**src/rtl/uart_boot_loader.sv**
```systemverilog
// UART (8N1) program loader: receives a length-prefixed, XOR-checksummed image,
// writes it word by word into memory, and releases the core once it is verified.
module uart_boot_loader #(
    parameter int          CLKS_PER_BIT = 104,
    parameter logic [31:0] BASE_ADDR    = 32'h0000_0000,
    parameter int          MAX_WORDS    = 1024
) (
    input  logic        clk,
    input  logic        rst,
    input  logic        uart_rx,
    output logic        mem_we,
    output logic [31:0] mem_addr,
    output logic [31:0] mem_wdata,
    output logic        cpu_rst_n,
    output logic        load_done,
    output logic        load_err
);
    localparam int            CW    = $clog2(CLKS_PER_BIT);
    localparam logic [CW-1:0] HALF  = CW'(CLKS_PER_BIT / 2 - 1);
    localparam logic [CW-1:0] FULL  = CW'(CLKS_PER_BIT - 1);
    localparam logic [16:0]   MAX_W = 17'(MAX_WORDS);
    localparam logic [7:0]    MAGIC = 8'hA5;

    typedef enum logic [2:0] {RX_IDLE, RX_START, RX_DATA, RX_STOP, RX_WAIT_HIGH} rx_state_t;
    typedef enum logic [2:0] {WAIT_MAGIC, LEN_LO, LEN_HI, DATA, CSUM, DONE, ERR} state_t;

    rx_state_t   rx_state_q, rx_state_d;
    state_t      state_q, state_d;
    logic        rx_s1_q, rx_s2_q;
    logic [CW-1:0] clk_cnt_q, clk_cnt_d;
    logic [2:0]  bit_cnt_q, bit_cnt_d;
    logic [7:0]  shift_q, shift_d;
    logic [15:0] len_q, len_d, idx_q, idx_d;
    logic [1:0]  k_q, k_d;
    logic [31:0] word_q, word_d;
    logic [7:0]  xor_q, xor_d;
    logic        mem_we_q, mem_we_d, load_done_q, load_done_d, load_err_q, load_err_d;
    logic [31:0] mem_addr_q, mem_addr_d, mem_wdata_q, mem_wdata_d;
    logic        byte_valid, frame_err;
    logic [15:0] idx_inc, len_n;

    always_ff @(posedge clk) begin
        if (rst) begin
            rx_s1_q     <= 1'b1;
            rx_s2_q     <= 1'b1;
            rx_state_q  <= RX_IDLE;
            state_q     <= WAIT_MAGIC;
            clk_cnt_q   <= '0;
            bit_cnt_q   <= '0;
            shift_q     <= '0;
            len_q       <= '0;
            idx_q       <= '0;
            k_q         <= '0;
            word_q      <= '0;
            xor_q       <= '0;
            mem_we_q    <= 1'b0;
            mem_addr_q  <= BASE_ADDR;
            mem_wdata_q <= '0;
            load_done_q <= 1'b0;
            load_err_q  <= 1'b0;
        end else begin
            rx_s1_q     <= uart_rx;
            rx_s2_q     <= rx_s1_q;
            rx_state_q  <= rx_state_d;
            state_q     <= state_d;
            clk_cnt_q   <= clk_cnt_d;
            bit_cnt_q   <= bit_cnt_d;
            shift_q     <= shift_d;
            len_q       <= len_d;
            idx_q       <= idx_d;
            k_q         <= k_d;
            word_q      <= word_d;
            xor_q       <= xor_d;
            mem_we_q    <= mem_we_d;
            mem_addr_q  <= mem_addr_d;
            mem_wdata_q <= mem_wdata_d;
            load_done_q <= load_done_d;
            load_err_q  <= load_err_d;
        end
    end

    // Receiver outputs: decided at the middle of the stop bit.
    always_comb begin
        byte_valid = (rx_state_q == RX_STOP) && (clk_cnt_q == FULL) && rx_s2_q;
        frame_err  = (rx_state_q == RX_STOP) && (clk_cnt_q == FULL) && !rx_s2_q;
    end

    always_comb begin
        rx_state_d = rx_state_q;
        clk_cnt_d  = clk_cnt_q;
        bit_cnt_d  = bit_cnt_q;
        shift_d    = shift_q;
        case (rx_state_q)
            RX_IDLE: begin
                if (!rx_s2_q) begin
                    rx_state_d = RX_START;
                    clk_cnt_d  = '0;
                end
            end
            RX_START: begin
                if (clk_cnt_q == HALF) begin
                    clk_cnt_d  = '0;
                    bit_cnt_d  = '0;
                    rx_state_d = rx_s2_q ? RX_IDLE : RX_DATA;
                end else begin
                    clk_cnt_d = clk_cnt_q + 1'b1;
                end
            end
            RX_DATA: begin
                if (clk_cnt_q == FULL) begin
                    clk_cnt_d = '0;
                    shift_d   = {rx_s2_q, shift_q[7:1]};
                    bit_cnt_d = bit_cnt_q + 3'd1;
                    if (bit_cnt_q == 3'd7) rx_state_d = RX_STOP;
                end else begin
                    clk_cnt_d = clk_cnt_q + 1'b1;
                end
            end
            RX_STOP: begin
                if (clk_cnt_q == FULL) begin
                    clk_cnt_d  = '0;
                    rx_state_d = rx_s2_q ? RX_IDLE : RX_WAIT_HIGH;
                end else begin
                    clk_cnt_d = clk_cnt_q + 1'b1;
                end
            end
            RX_WAIT_HIGH: if (rx_s2_q) rx_state_d = RX_IDLE;
            default: rx_state_d = RX_IDLE;
        endcase
    end

    assign idx_inc = idx_q + 16'd1;
    assign len_n   = {shift_q, len_q[7:0]};

    always_comb begin
        state_d = state_q;
        if (frame_err && (state_q inside {LEN_LO, LEN_HI, DATA, CSUM})) begin
            state_d = ERR;
        end else if (byte_valid) begin
            case (state_q)
                WAIT_MAGIC, ERR: if (shift_q == MAGIC) state_d = LEN_LO;
                LEN_LO: state_d = LEN_HI;
                LEN_HI: begin
                    if ({1'b0, len_n} > MAX_W) state_d = ERR;
                    else if (len_n == 16'd0)   state_d = CSUM;
                    else                       state_d = DATA;
                end
                DATA: if (k_q == 2'd3 && idx_inc == len_q) state_d = CSUM;
                CSUM: state_d = (shift_q == xor_q) ? DONE : ERR;
                default: state_d = state_q;
            endcase
        end
    end

    always_comb begin
        len_d       = len_q;
        idx_d       = idx_q;
        k_d         = k_q;
        word_d      = word_q;
        xor_d       = xor_q;
        mem_we_d    = 1'b0;
        mem_addr_d  = mem_addr_q;
        mem_wdata_d = mem_wdata_q;
        load_done_d = load_done_q;
        load_err_d  = load_err_q;
        if (byte_valid) begin
            case (state_q)
                WAIT_MAGIC, ERR: begin
                    if (shift_q == MAGIC) begin
                        xor_d      = '0;
                        idx_d      = '0;
                        k_d        = '0;
                        load_err_d = 1'b0;
                    end
                end
                LEN_LO: begin
                    len_d[7:0] = shift_q;
                    xor_d      = xor_q ^ shift_q;
                end
                LEN_HI: begin
                    len_d[15:8] = shift_q;
                    xor_d       = xor_q ^ shift_q;
                    k_d         = '0;
                end
                DATA: begin
                    word_d[8*k_q +: 8] = shift_q;
                    xor_d              = xor_q ^ shift_q;
                    k_d                = k_q + 2'd1;
                    if (k_q == 2'd3) begin
                        mem_we_d    = 1'b1;
                        mem_addr_d  = BASE_ADDR + {14'd0, idx_q, 2'b00};
                        mem_wdata_d = {shift_q, word_q[23:0]};
                        idx_d       = idx_inc;
                    end
                end
                default: ;
            endcase
        end
        if (state_d == ERR)  load_err_d  = 1'b1;
        if (state_d == DONE) load_done_d = 1'b1;
    end

    assign mem_we    = mem_we_q;
    assign mem_addr  = mem_addr_q;
    assign mem_wdata = mem_wdata_q;
    assign load_done = load_done_q;
    assign load_err  = load_err_q;
    assign cpu_rst_n = load_done_q;
endmodule
```
**config.mk**
```make
export PLATFORM = sky130hd
export DESIGN_NAME = uart_boot_loader
export DESIGN_NICKNAME = d
export VERILOG_FILES = /design/src/rtl/uart_boot_loader.sv
export SDC_FILE = /design/constraint.sdc
export NUM_CORES = 1
export LEC_CHECK = 0
export ABC_AREA = 1
export CAP_MARGIN = 20
export CORE_MARGIN = 2
export CORE_UTILIZATION = 50
export CTS_BUF_LIST = sky130_fd_sc_hd__clkbuf_2 sky130_fd_sc_hd__clkbuf_4 sky130_fd_sc_hd__clkbuf_8
export DETAILED_ROUTE_END_ITERATION = 16
export GPL_TIMING_DRIVEN = 0
export PLACE_DENSITY = 0.76
export SYNTH_ARGS = -nofsm -noshare
export SYNTH_HDL_FRONTEND = slang
export SYNTH_SLANG_ARGS = --single-unit
export TNS_END_PERCENT = 30
```
**constraint.sdc**
```tcl
create_clock -name clk -period 6.54 [get_ports clk]
set_input_delay 1.308 -clock clk [delete_from_list [all_inputs] [get_ports clk]]
set_output_delay 1.308 -clock clk [all_outputs]
set_load 0.01 [all_outputs]
```
Word-level counts from Yosys, hierarchy flattened
Cells that the tools add are included.
{"block": "word_totals", "register_bits": 151, "input_bits": 3, "output_inout_bits": 68, "word_cells": 126}
{"block": "classes", "addsub": 5, "n_lt_le_gt_ge": 1, "eq_ne": 26, "shift": 2, "muxes": 37, "n_bitwise": 3, "n_reduce_logical": 34}
{"operator": "3-bit 2-to-1 mux", "count": 15}
{"operator": "5-bit negation with 34-bit output", "count": 1}
{"operator": "8-bit by 34-bit variable shift with 32-bit output (first input constant)", "count": 1}
{"operator": "8-bit by 34-bit variable part select with 32-bit output", "count": 1}
{"operator": "32-bit bitwise mux", "count": 1}
{"operator": "16-bit 2-to-1 mux", "count": 2}
{"operator": "16-bit case mux with 2 select lines", "count": 1}
{"operator": "3-bit case mux with 5 select lines", "count": 2}
{"operator": "7-bit 2-to-1 mux", "count": 3}
{"operator": "7-bit case mux with 3 select lines", "count": 1}
{"operator": "3-bit == test (second input constant)", "count": 6}
{"operator": "16-bit by 1-bit adder with 16-bit output (second input constant)", "count": 1}
{"operator": "16-bit == test", "count": 1}
{"operator": "16-bit by 11-bit > comparator with 1-bit output (second input constant)", "count": 1}
{"operator": "16-bit logical NOT", "count": 1}
{"operator": "8-bit case mux with 2 select lines", "count": 1}
{"operator": "3-bit AND reduction", "count": 5}
{"operator": "3-bit by 2-bit == test with 1-bit output (second input constant)", "count": 4}
{"operator": "2-bit inequality test (second input constant)", "count": 6}
{"operator": "2-bit nonzero test", "count": 6}
{"operator": "2-bit AND reduction", "count": 5}
{"operator": "8-bit == test", "count": 1}
{"operator": "8-bit == test (second input constant)", "count": 1}
{"operator": "8-bit 2-to-1 mux", "count": 1}
{"operator": "other kinds (23)", "count": 40}

Depth between registers and ports, before layout
{"block": "depth", "word_depth": 10, "ltp_mapped": 19, "mapped_depth_nobuf": 19}

Worst setup path before layout
Ideal clock, no wire load.
{"block": "synth_path", "path_kind": "in2reg", "start": "input port rst", "end": "register idx_q[10]", "arrival_time_ns": 2.179, "path_slack_ns": 4.234, "stages": 4, "n_path_buf": 3, "cell_sequence": "clkbuf_1 clkbuf_1 clkbuf_1 nor2_1"}
{"item": "start, declared", "line": "9", "text": "input logic rst,"}
{"item": "end signal, assigned", "line": "70", "text": "idx_q <= idx_d;"}
{"item": "end, declared", "line": "33", "text": "logic [15:0] len_q, len_d, idx_q, idx_d;"}
No word-level cell between the ends.

Worst setup path in the final report
{"block": "layout_path", "start": "register load_done_q, in the netlist cpu_rst_n", "end": "output port load_done"}
{"item": "start, declared", "line": "37", "text": "logic mem_we_q, mem_we_d, load_done_q, load_done_d, load_err_q, load_err_d;"}
{"item": "start signal, assigned", "line": "77", "text": "load_done_q <= load_done_d;"}
{"item": "end, declared", "line": "15", "text": "output logic load_done,"}
No word-level cell between the ends.

==> results.toml <==
[outcome]
status = "completed"

[synthesis]
synth_edf_count = 0
yosysUniqueCellTypes = 38
seq_area_frac_synth_pct = 41.7
avgSynthCellArea_sq_um = 7.54
synth_top_cell_area_share_pct = 41.7
ys_ff_latch = 143
yosysTopAreaCell = "dfxtp_1"
synth_flop_cell = "dfxtp_1"
yosysMostFrequentCell = "dfxtp_1"
yosysWarnings = 0
synth_area_sq_um = 6860
yosys-top-cells-count = "dfxtp_1, nand2_1, nor2_1"
synth_area_leaders = "dfxtp_1, nand2_1, nor2_1"
syn_inst = 910
async_reset_ff_share_pct = 0

[routing]
num_vias = 6249
routed_wl_um = 17400
first_pass_iters = 7
drt_iter0_drc = 686
ant_nets = 0
avgRoutedWirePerCell_um = 14.7
drc = 0
drt-vias-per-instance = 5.27

[clock_network]
post_cts_buffers = 0
cts_buffers = 17
postCtsHoldBufs = 0
cts_max_path_buffers = 2
cts_tree = "yes"
cts_sinks = 143
h-tree-depth = 4
cts_root_buffer = "clkbuf_8"
cts_resized = 0
cts.clk_slew.worst_paths_ns = 0.09
clock_latency_ns = 0.45

[critical_path]
ff2ff_setup_slack_ns = 3.99
crit_type = "reg -> out"
worst_r2r_startpoint = "clk_cnt_q[0]"
critPathMaxStageDelay_ns = 0.52
critPathMaxFanout = 3
end_kind = "primary output"
cp-startpoint = "cpu_rst_n"
path_cells = "buf_4 > clkdlybuf4s50_1"
cp_data_arrival_time_ns = 1.44
rr_worst_depth = 12
crit_end = "load_done"
r2r-end = "mem_wdata[0]"
startpoint_type = "flop"
cp.required_ns = 5.23
slowest_stage = "clkdlybuf4s50_1"

[sta]
timing.final.ws_setup_ns = 3.79
worst_pin_slew_ns = 0.843
setup_viol = 0
finalCritPeriodShare_pct = 42.0
slew_headroom_pct = 43.8
fmax_mhz = 364
finalHoldViolCount = 0
slew_viol_final = 0
rsz0062_at_grt = "no"
finalClockSkew_ns = 0.0124
period_minus_slack_ns = 2.75
setup_tns_ns = 0

[die]
die_h_um = 121
die_w_um = 121
io_pins = 71
row_count = 42
start_util_pct = 51.6
die_area_sq_um = 14700
core_sq_um = 13300

[power]
ir_worst_vdd_uv = 168
leakage_nw = 3.08
power.density_nw_per_um2 = 211

[global_routing]
first_global_vias = 5588
grt_antenna_before_repair = 0
grt_pass1_wl_um = 27700
grt_max_degree = 17
grt_usage_pct = 24.3
grt-ovfl-total = 0

[placed_design]
place_area_sq_um = 7670
place_ws_ns = 3.50
place.gp.congestion = 0.954
io_buffers = 53
hpwl_um = 12800

[layout]
num_antenna_cells = 0
n_fill_cell = 1203
final_net_count = 1009
areaGrowthSynthToFinish_pct = 17.4
stdcell_area_sq_um = 8050
drive_above_1_share_pct = 11.1
final_core_util_pct = 60.5

[min_path]
min_path_type = "reg -> reg"

[flow_run]
max_cap_viol_count = 0
[cell families after synthesis]
family	synth area share, %
other cells	0.0547
xor+xnor	2.19
simple gates	22.8
fa+ha+maj	1.64
flops	41.7
compound gates	21.5
buf+inv	10.1
[cell usage in the layout, fill, tap and decap left out, drive strengths merged, types with 14 or more instances in the layout]
master	n
nand3	59
nand2	135
buf	27
conb	16
clkdlybuf4s50	53
nand4	14
o21ai	81
nor2	135
a211oi	33
inv	111
clkbuf	43
dfxtp	143
a21oi	87
[worst max-delay path: cells and delay by family, from the launching register on]
kind / cells / cell delay, ns
buffers and inverters: 2 / 0.63
DFF: 1 / 0.36
[registers in the layout, summed over array words and instances (netlist names), 2 cells and up]
signal / count
state_q: 3
mem_addr: 16
k_q: 2
clk_cnt_q: 7
xor_q: 8
word_q: 24
shift_q: 8
mem_wdata: 32
idx_q: 16
len_q: 16
rx_state_q: 3
bit_cnt_q: 3
[stage by stage]
stage / hold WS, ns / power, mW / std cells
3_5_place_dp: 0.400 / 1.03 / 1154
4_1_cts: 0.419 / 1.71 / 1186
6_report: 0.419 / 1.70 / 1186
3_3_place_gp: 0.392 / 1.03 / 1154
2_1_floorplan: 0.389 / 1.01 / 925
5_1_grt: 0.446 / 1.77 / 1186
[how the worst min path moves through the flow]
stage,slack [ns],cells past startpoint,from,end
detailed placement,0.40,1,rx_s1_q,rx_s2_q
floorplan,0.39,1,rx_s1_q,rx_s2_q
global route,0.45,1,rx_s1_q,rx_s2_q
CTS,0.42,1,rx_s1_q,rx_s2_q
global placement,0.39,1,rx_s1_q,rx_s2_q
finish,0.42,1,rx_s1_q,rx_s2_q
[power breakdown]
group / total, mW / internal (mW) / switching (mW) / leakage [nW]
Sequential: 0.889 / 0.881 / 0.00825 / 1.15
Clock: 0.688 / 0.312 / 0.375 / 0.188
Combinational: 0.124 / 0.0382 / 0.0857 / 1.74
Total: 1.70 / 1.23 / 0.469 / 3.08
[final cells by class]
class	instances	area (sq um)	area share [%]
Inverter	103	387	4.80
Clock buffer	17	234	2.91
Buffer	53	309	3.84
Tap cell	176	220	2.74
Clock inverter	15	150	1.87
Multi-Input combinational cell	626	3360	41.7
Sequential cell	143	2860	35.6
Timing Repair Buffer	53	531	6.59
[per-layer routing]
layer | GRT usage, % | routed length [um] | up-vias
li1 | - | - | 3181
met5 | 0 | 0 | -
met4 | 7.63 | 253 | 0
met2 | 37.3 | 7740 | 224
met3 | 5.83 | 1150 | 21
met1 | 33.8 | 8240 | 2823
Note: power is estimated with default switching activity, not from simulation.
